`src/rtl/wrr_arbiter.sv`:
```
// wrr_arbiter: N:1 weighted round-robin arbiter with per-port burst hold.
// Define WRR_ARB_GRANT_IDX_EN to add the binary grant_idx output.
module wrr_arbiter #(
    parameter  int PORT   = 4,
    parameter  int WEIGHT = 4,
    localparam int IDX    = $clog2(PORT)
) (
    input  logic                   clk,
    input  logic                   reset_n,
    input  logic                   stall,
    input  logic [PORT-1:0]        req,
    input  logic [PORT*WEIGHT-1:0] weight,
    input  logic                   ack,
    output logic [PORT-1:0]        granto,
`ifdef WRR_ARB_GRANT_IDX_EN
    output logic [IDX-1:0]         grant_idx,
`endif
    output logic                   grant_valid
);

    typedef enum logic {
        IDLE  = 1'b0,
        BURST = 1'b1
    } state_t;

    state_t            busy_q, busy_d;
    logic [IDX-1:0]    owner_q, owner_d;
    logic [IDX-1:0]    ptr_q, ptr_d;
    logic [WEIGHT-1:0] cnt_q, cnt_d;

    logic [IDX-1:0]    win_idx;
    logic              win_found;
    logic [WEIGHT-1:0] win_w;
    logic [WEIGHT-1:0] eff_w;
    logic [IDX-1:0]    sel_idx;
    logic              sel_vld;

    function automatic logic [IDX-1:0] next_port(input logic [IDX-1:0] p);
        return (p == IDX'(PORT - 1)) ? '0 : p + IDX'(1);
    endfunction

    // Rotating-priority search starting at the pointer, wrapping at PORT-1.
    always_comb begin
        int j;
        j         = 0;
        win_found = 1'b0;
        win_idx   = '0;
        for (int k = 0; k < PORT; k++) begin
            j = int'(ptr_q) + k;
            if (j >= PORT) j = j - PORT;
            if (!win_found && req[IDX'(j)]) begin
                win_found = 1'b1;
                win_idx   = IDX'(j);
            end
        end
    end

    // Weight of the idle-mode winner; zero is treated as a single beat.
    always_comb begin
        win_w = '0;
        for (int i = 0; i < PORT; i++) begin
            if (IDX'(i) == win_idx) win_w = weight[i*WEIGHT +: WEIGHT];
        end
        eff_w = (win_w == '0) ? WEIGHT'(1) : win_w;
    end

    // Burst owner holds the grant exclusively; otherwise the search winner.
    always_comb begin
        sel_idx = win_idx;
        sel_vld = win_found;
        if (busy_q == BURST) begin
            sel_idx = owner_q;
            sel_vld = req[owner_q];
        end
    end

    assign grant_valid = sel_vld & ~stall & reset_n;
    assign granto      = grant_valid ? (PORT'(1) << sel_idx) : '0;

`ifdef WRR_ARB_GRANT_IDX_EN
    assign grant_idx = grant_valid ? sel_idx : '0;
`endif

    // Next-state: burst start, beat counting, forfeit and pointer rotation.
    always_comb begin
        busy_d  = busy_q;
        owner_d = owner_q;
        cnt_d   = cnt_q;
        ptr_d   = ptr_q;
        if (!stall) begin
            unique case (busy_q)
                IDLE: begin
                    if (ack && win_found) begin
                        if (eff_w == WEIGHT'(1)) begin
                            ptr_d = next_port(win_idx);
                        end else begin
                            busy_d  = BURST;
                            owner_d = win_idx;
                            cnt_d   = eff_w - WEIGHT'(1);
                        end
                    end
                end
                BURST: begin
                    if (!req[owner_q]) begin
                        busy_d = IDLE;
                        ptr_d  = next_port(owner_q);
                    end else if (ack) begin
                        if (cnt_q == WEIGHT'(1)) begin
                            busy_d = IDLE;
                            ptr_d  = next_port(owner_q);
                        end else begin
                            cnt_d = cnt_q - WEIGHT'(1);
                        end
                    end
                end
                default: ;
            endcase
        end
    end

    // State registers with asynchronous clear.
    always_ff @(posedge clk or negedge reset_n) begin
        if (!reset_n) begin
            busy_q  <= IDLE;
            owner_q <= '0;
            cnt_q   <= '0;
            ptr_q   <= '0;
        end else begin
            busy_q  <= busy_d;
            owner_q <= owner_d;
            cnt_q   <= cnt_d;
            ptr_q   <= ptr_d;
        end
    end

endmodule

```
`config.mk`:
```
export PLATFORM = sky130hd
export DESIGN_NAME = wrr_arbiter
export DESIGN_NICKNAME = d
export VERILOG_FILES = /design/src/rtl/wrr_arbiter.sv
export SDC_FILE = /design/constraint.sdc
export NUM_CORES = 1
export LEC_CHECK = 0
export BUFFER_PORTS_ARGS = -buffer_cell sky130_fd_sc_hd__buf_2
export CORE_MARGIN = 5
export CORE_UTILIZATION = 45
export CTS_CLUSTER_DIAMETER = 30
export DETAILED_ROUTE_END_ITERATION = 16
export HOLD_SLACK_MARGIN = 0.1
export PLACE_DENSITY = 0.69
export RECOVER_POWER = 100
export SKIP_LAST_GASP = 1
export SLEW_MARGIN = 20
export SYNTH_ARGS = -nofsm -noshare
export SYNTH_HDL_FRONTEND = slang
export SYNTH_SLANG_ARGS = --single-unit
export TNS_END_PERCENT = 50
```
`constraint.sdc`:
```
create_clock -name clk -period 4.95 [get_ports clk]
set_input_delay 0.99 -clock clk [delete_from_list [all_inputs] [get_ports clk]]
set_output_delay 0.99 -clock clk [all_outputs]
set_load 0.01 [all_outputs]
```
# --- Yosys cells after proc, flatten, opt, wreduce, memory -nomap -nowiden ---
# Cells that the tools add are included.
op_classes:
  add_sub_neg: 11
  magnitude_cmp: 9
  n_eq_ne: 15
  n_shift: 1
  muxes: 54
  n_bitwise: 5
  n_reduce_logical: 12
ops:
  columns: ["op", "count"]
  rows:
  - ["4-bit 2-to-1 mux", 11]
  - ["2-bit 2-to-1 mux", 16]
  - ["1-bit 2-to-1 mux", 19]
  - ["2-bit by 4-bit less-than comparator with 1-bit output (second input constant)", 4]
  - ["1-bit binary-select mux with 2-bit select", 5]
  - ["2-bit inequality test (second input constant)", 5]
  - ["3-bit >= comparator (second input constant)", 3]
  - ["4-bit by 1-bit equality test with 1-bit output (second input constant)", 2]
  - ["4-bit case mux with 2 select lines", 1]
  - ["2-bit by 1-bit subtractor with 2-bit output (second input constant)", 4]
  - ["4-bit by 1-bit subtractor with 4-bit output (second input constant)", 2]
  - ["2-bit by 2-bit adder with 3-bit output (second input constant)", 2]
  - ["6-bit AND reduction", 1]
  - ["5-bit AND reduction", 1]
  - ["2-bit by 1-bit adder with 2-bit output (second input constant)", 2]
  - ["2-bit equality test (first input constant)", 2]
  - ["2-bit equality test (second input constant)", 2]
  - ["1-bit logical AND", 4]
  - ["4-bit logical NOT", 1]
  - ["2-bit case mux with 2 select lines", 1]
  - ["4-bit AND reduction", 1]
  - ["1-bit by 2-bit left shift with 4-bit output (first input constant)", 1]
  - ["2-bit by 1-bit adder with 3-bit output (second input constant)", 1]
  - ["2-bit by 3-bit >= comparator with 1-bit output (second input constant)", 1]
  - ["other kinds (10)", 15]
totals:
  regBits: 9
  input_bits: 24
  out_inout_bits: 5
  wordCells: 111

# --- Depth between registers and ports, before layout ---
depth:
  ltp_word: 26
  ltp_mapped: 16
  ltp_nobuf: 14

# --- Worst setup path after synthesis ---
# No wires, ideal clock.
synth_path:
  path_kind: "in2reg"
  from: "input port req[3]"
  to: "register owner_q[1]"
  setup_time_ps: 125
  arrival_ps: 3937
  required_ps: 4825
  setup_slack_ps: 889
  cell_stages: 14
  path_buffers: 1
  path_cell_list: "nand2b_1 nand2_1 a221oi_1 inv_1 ha_1 nand3b_1 a221o_1 a311oi_1 inv_1 ha_1 and3_4 buf_6 nor2_1 mux2_2"
synth_between:
  elab_chain_cells: 23
  elab_cells_between_ends: 40
  cone_classes: "eq/ne (4); mux (25); bitwise (1); reduce/logical (10)"
synth_lines:
  columns: ["element", "line_no", "source"]
  rows:
  - ["start: declaration", "11", "input logic [PORT-1:0] req,"]
  - ["1-bit binary-select mux with 2-bit select", "51", "if (!win_found && req[IDX'(j)]) begin"]
  - ["1-bit 2-to-1 mux (not written as such) (2 in a row)", "51", null]
  - ["1-bit 2-to-1 mux", "51", null]
  - ["1-bit logical NOT", "51", null]
  - ["1-bit logical AND", "51", null]
  - ["1-bit 2-to-1 mux", "51", null]
  - ["1-bit logical NOT", "51", null]
  - ["1-bit logical AND", "51", null]
  - ["(+4 left out)", null, null]
  - ["via win_idx[1]", "31", "logic [IDX-1:0] win_idx;"]
  - ["2-bit logical NOT", "62", "if (IDX'(i) == win_idx) win_w = weight[i*WEIGHT +: WEIGHT];"]
  - ["4-bit 2-to-1 mux (4 in a row)", "62", null]
  - ["4-bit logical NOT", "64", "eff_w = (win_w == '0) ? WEIGHT'(1) : win_w;"]
  - ["4-bit 2-to-1 mux", "64", null]
  - ["4-bit by 1-bit equality test with 1-bit output", "94", "if (eff_w == WEIGHT'(1)) begin"]
  - ["1-bit NOT (no source line)", null, null]
  - ["4-bit AND reduction (no source line)", null, null]
  - ["end signal: assignment", "130", "owner_q <= owner_d;"]
  - ["end: declaration", "27", "logic [IDX-1:0] owner_q, owner_d;"]
# Mark *: on every way through the listed nets, which the timed path passes. The rest lies on a longest branch. The select of a mux whose other input is x is not followed.
# A chain may end at the register's enable or synchronous reset.

# --- Final worst setup path ---
layout_path:
  from: "input port req[3]"
  to: "register ptr_q[1]"
layout_between:
  elab_chain_cells: 23
  elab_cells_between_ends: 52
  cone_classes: "add/sub (1); eq/ne (9); mux (32); reduce/logical (10)"
layout_lines:
  columns: ["element", "line_no", "source"]
  rows:
  - ["1-bit binary-select mux with 2-bit select", "51", null]
  - ["1-bit 2-to-1 mux (not written as such) (2 in a row)", "51", null]
  - ["1-bit 2-to-1 mux", "51", null]
  - ["1-bit logical NOT", "51", null]
  - ["1-bit logical AND", "51", null]
  - ["1-bit 2-to-1 mux", "51", null]
  - ["1-bit logical NOT", "51", null]
  - ["1-bit logical AND", "51", null]
  - ["(+4 left out)", null, null]
  - ["via win_idx[1]", "31", null]
  - ["2-bit logical NOT", "62", null]
  - ["4-bit 2-to-1 mux (4 in a row)", "62", null]
  - ["4-bit logical NOT", "64", null]
  - ["4-bit 2-to-1 mux", "64", null]
  - ["4-bit by 1-bit equality test with 1-bit output", "94", null]
  - ["2-bit inequality test (no source line)", null, null]
  - ["5-bit AND reduction (no source line)", null, null]
  - ["end signal: assignment", "132", "ptr_q <= ptr_d;"]
  - ["end: declaration", "28", "logic [IDX-1:0] ptr_q, ptr_d;"]
# Marks and branches as above.

==> results.tsv <==
metric	value	unit
crit_chain	buf_2, nand2b_1, nand2_1, a221oi_1, inv_1, ha_1, nand3b_1, a211oi_1, inv_2, a311oi_1, inv_1, ha_1, and3_4, and3_1, a221o_1	
finalWirelength	2.89	mm
overflow	0	
layout-drive-gt1-share	0.244	
start_kind	input port	
final_max_slew_viol_count	0	
syn_avg_cell_area	8.34	sq um
top_level_ports	29	
ys_seq_area_frac	0.197	
p_total	698	uW
fp.dieH	60.4	um
drc	0	
cts-root-buf	clkbuf_4	
die_area	0.00365	sq mm
finalSetupTns	0	ns
clkLatencyLatePin	0.27	ns
cts_max_level	1	
grt_pass1_wl	4.82	mm
arrival	4.57	ns
leakagePower	0.579	nW
rsz0062_at_grt	false	
fmax	0.227	GHz
setup_ws	0.538	ns
ys_ff_latch	9	
core_area	0.00245	sq mm
yosys_warnings	0	
setup_viol	0	
grt_antenna_before_repair	0	
status	complete, no violations	
post_cts_buffers	0	
slew_headroom	0.565	
syn_inst	137	
period_needed	4.41	ns
fin_hold_ws	0.594	ns
cts-hold-fix-buffers	0	
wl_per_cell	14.9	um
post_cts_resized	0	
hpwlAfterDp	2.35	mm
row_count	18	
finalCritPeriodShare	0.891	
synth_area_leader_cell	dfrtp_1	
start_util	0.465	
cts_tree	yes	
synthDistinctLibCells	48	
worstMarginPinSlew	0.653	ns
syn-num-nets	170	
post_drt_via_cell_ratio	6.16	
powerDensity	536	mW/mm^2
die_w	60.4	um
dr.pass1.iters	4	
track_usage	0.174	
cp.required	5.10	ns
drtIter0Drc	28	
ant_nets	0	
synth.area.top_cells	dfrtp_1, ha_1, a211oi_1, inv_1, nand3b_1	
synth_area	0.00114	sq mm
synth_ff_type	dfrtp_1	
fin_skew	0.00239	ns
port_buffers	28	
routed-via-count	1195	
nNetsFinal	198	
irDropWorstVdd	0.302	mV
insertedDiodeCount	0	
max-cap-violations	0	
pre_cts_ws	0.384	ns
clk_path_buf_depth	2	
synthArstFlopShare	1.00	
slowest_delay	0.62	ns
synth_edf_count	0	
place.gp.congestion	0.842	
grt_pass1_vias	1126	
crit_fanout	9	
cts_sinks	9	
grt_max_degree	13	
crit_path_top_delay_cell	a221oi_1	
cts_made_buffers	3	
crit_type	in2reg	
area_growth	14.0	%
clkSlewWorstSetupHoldPaths	0.06	ns
cp-end-kind	flop	
synth_top_area_share	0.197	
hp-class	reg2reg	
hold_violations	0	
## path summary, 6_finish.rpt
path | startpoint | endpoint | slack [ns] | cells after the start
max | req[3] | ptr_q[1]$_DFFE_PN0P_ | 0.54 | 15
min reg2reg | cnt_q[1]$_DFFE_PN0P_ | cnt_q[1]$_DFFE_PN0P_ | 0.59 | 2
min | cnt_q[1]$_DFFE_PN0P_ | cnt_q[1]$_DFFE_PN0P_ | 0.59 | 2
max reg2reg | ptr_q[1]$_DFFE_PN0P_ | ptr_q[1]$_DFFE_PN0P_ | 0.94 | 14
max in group asynchronous | reset_n | owner_q[0]$_DFFE_PN0P_ | 3.93 | 1
min in group asynchronous | reset_n | cnt_q[3]$_DFFE_PN0P_ | 0.67 | 1
## cells in the mapped netlist, drive strengths merged, types with 3 or more instances
cell type	count
ha	9
or2	4
nor2	8
nor2b	5
a221oi	4
a21oi	7
nor3b	5
buf	3
nand3b	5
o21ai	5
nand2	5
a221o	3
and3	4
dfrtp	9
inv	11
nand3	6
a211o	3
a211oi	6
mux2	4
nand4	3
## critical path: cells and delay by family
kind / cells / cell delay, ns
compound gates: 4 / 1.78
fa+ha+maj: 2 / 0.57
buf+inv: 4 / 0.46
simple gates: 5 / 0.78
## routing by layer
metal / vias up / global-route usage / wire length [um]
met5: - / 0 / 0
met3: 5 / 0.0191 / 161
met4: 0 / 0.0570 / 52
met2: 34 / 0.296 / 1430
li1: 586 / - / -
met1: 570 / 0.229 / 1250
## kinds of logic (layout without fill, tap and decap cells)
family	Yosys count	count (layout)	synth area share
DFF	9	9	0.197
and+or+nand+nor	54	54	0.287
buffers and inverters	16	43	0.0613
adders and majority gates	9	9	0.0986
muxes	6	6	0.0602
AOI/OAI and AO/OA	43	43	0.296
## state kept, by name, indices dropped and copies added (netlist names)
register and cells:
busy_q 1, cnt_q 4, owner_q 2, ptr_q 2
## report_power, final
group          switching (mW)  internal (mW)  total [mW]
registers              0.0584          0.109       0.168
clock network          0.0297         0.0313      0.0610
logic                   0.256          0.214       0.470
total                   0.344          0.355       0.698
## cells in the final DEF (no fill, tap or decap), types with 3 or more instances in the layout
master / instances
nand3b_1: 5
a221o_1: 3
nand2_1: 5
a221oi_1: 3
clkbuf_4: 3
o21ai_0: 5
dfrtp_1: 9
ha_1: 9
a211o_1: 3
clkbuf_1: 6
a211oi_1: 6
nor3b_1: 5
nand4_1: 3
a21oi_1: 7
and3_1: 3
nand3_1: 6
nor2b_1: 4
mux2_2: 3
inv_1: 10
buf_2: 23
nor2_1: 8
or2_2: 4
## through the flow
stage / std cells / cell area [sq um] / utilization
after floorplan: 137 / 1140 / -
after global placement: 190 / 1290 / 0.526
after global routing: 194 / 1300 / 0.531
final: 194 / 1300 / 0.531
after CTS: 194 / 1320 / 0.537
after detailed placement: 190 / 1290 / 0.526
## layout make-up
| type | count | area [sq um] |
|---|---|---|
| Sequential cell | 9 | 225 |
| Multi-Input combinational cell | 112 | 838 |
| Fill cell | 249 | 1150 |
| Clock buffer | 4 | 26.3 |
| Tap cell | 30 | 37.5 |
| Timing Repair Buffer | 28 | 134 |
| Inverter | 11 | 41.3 |
(Power assumes the default switching activity.)
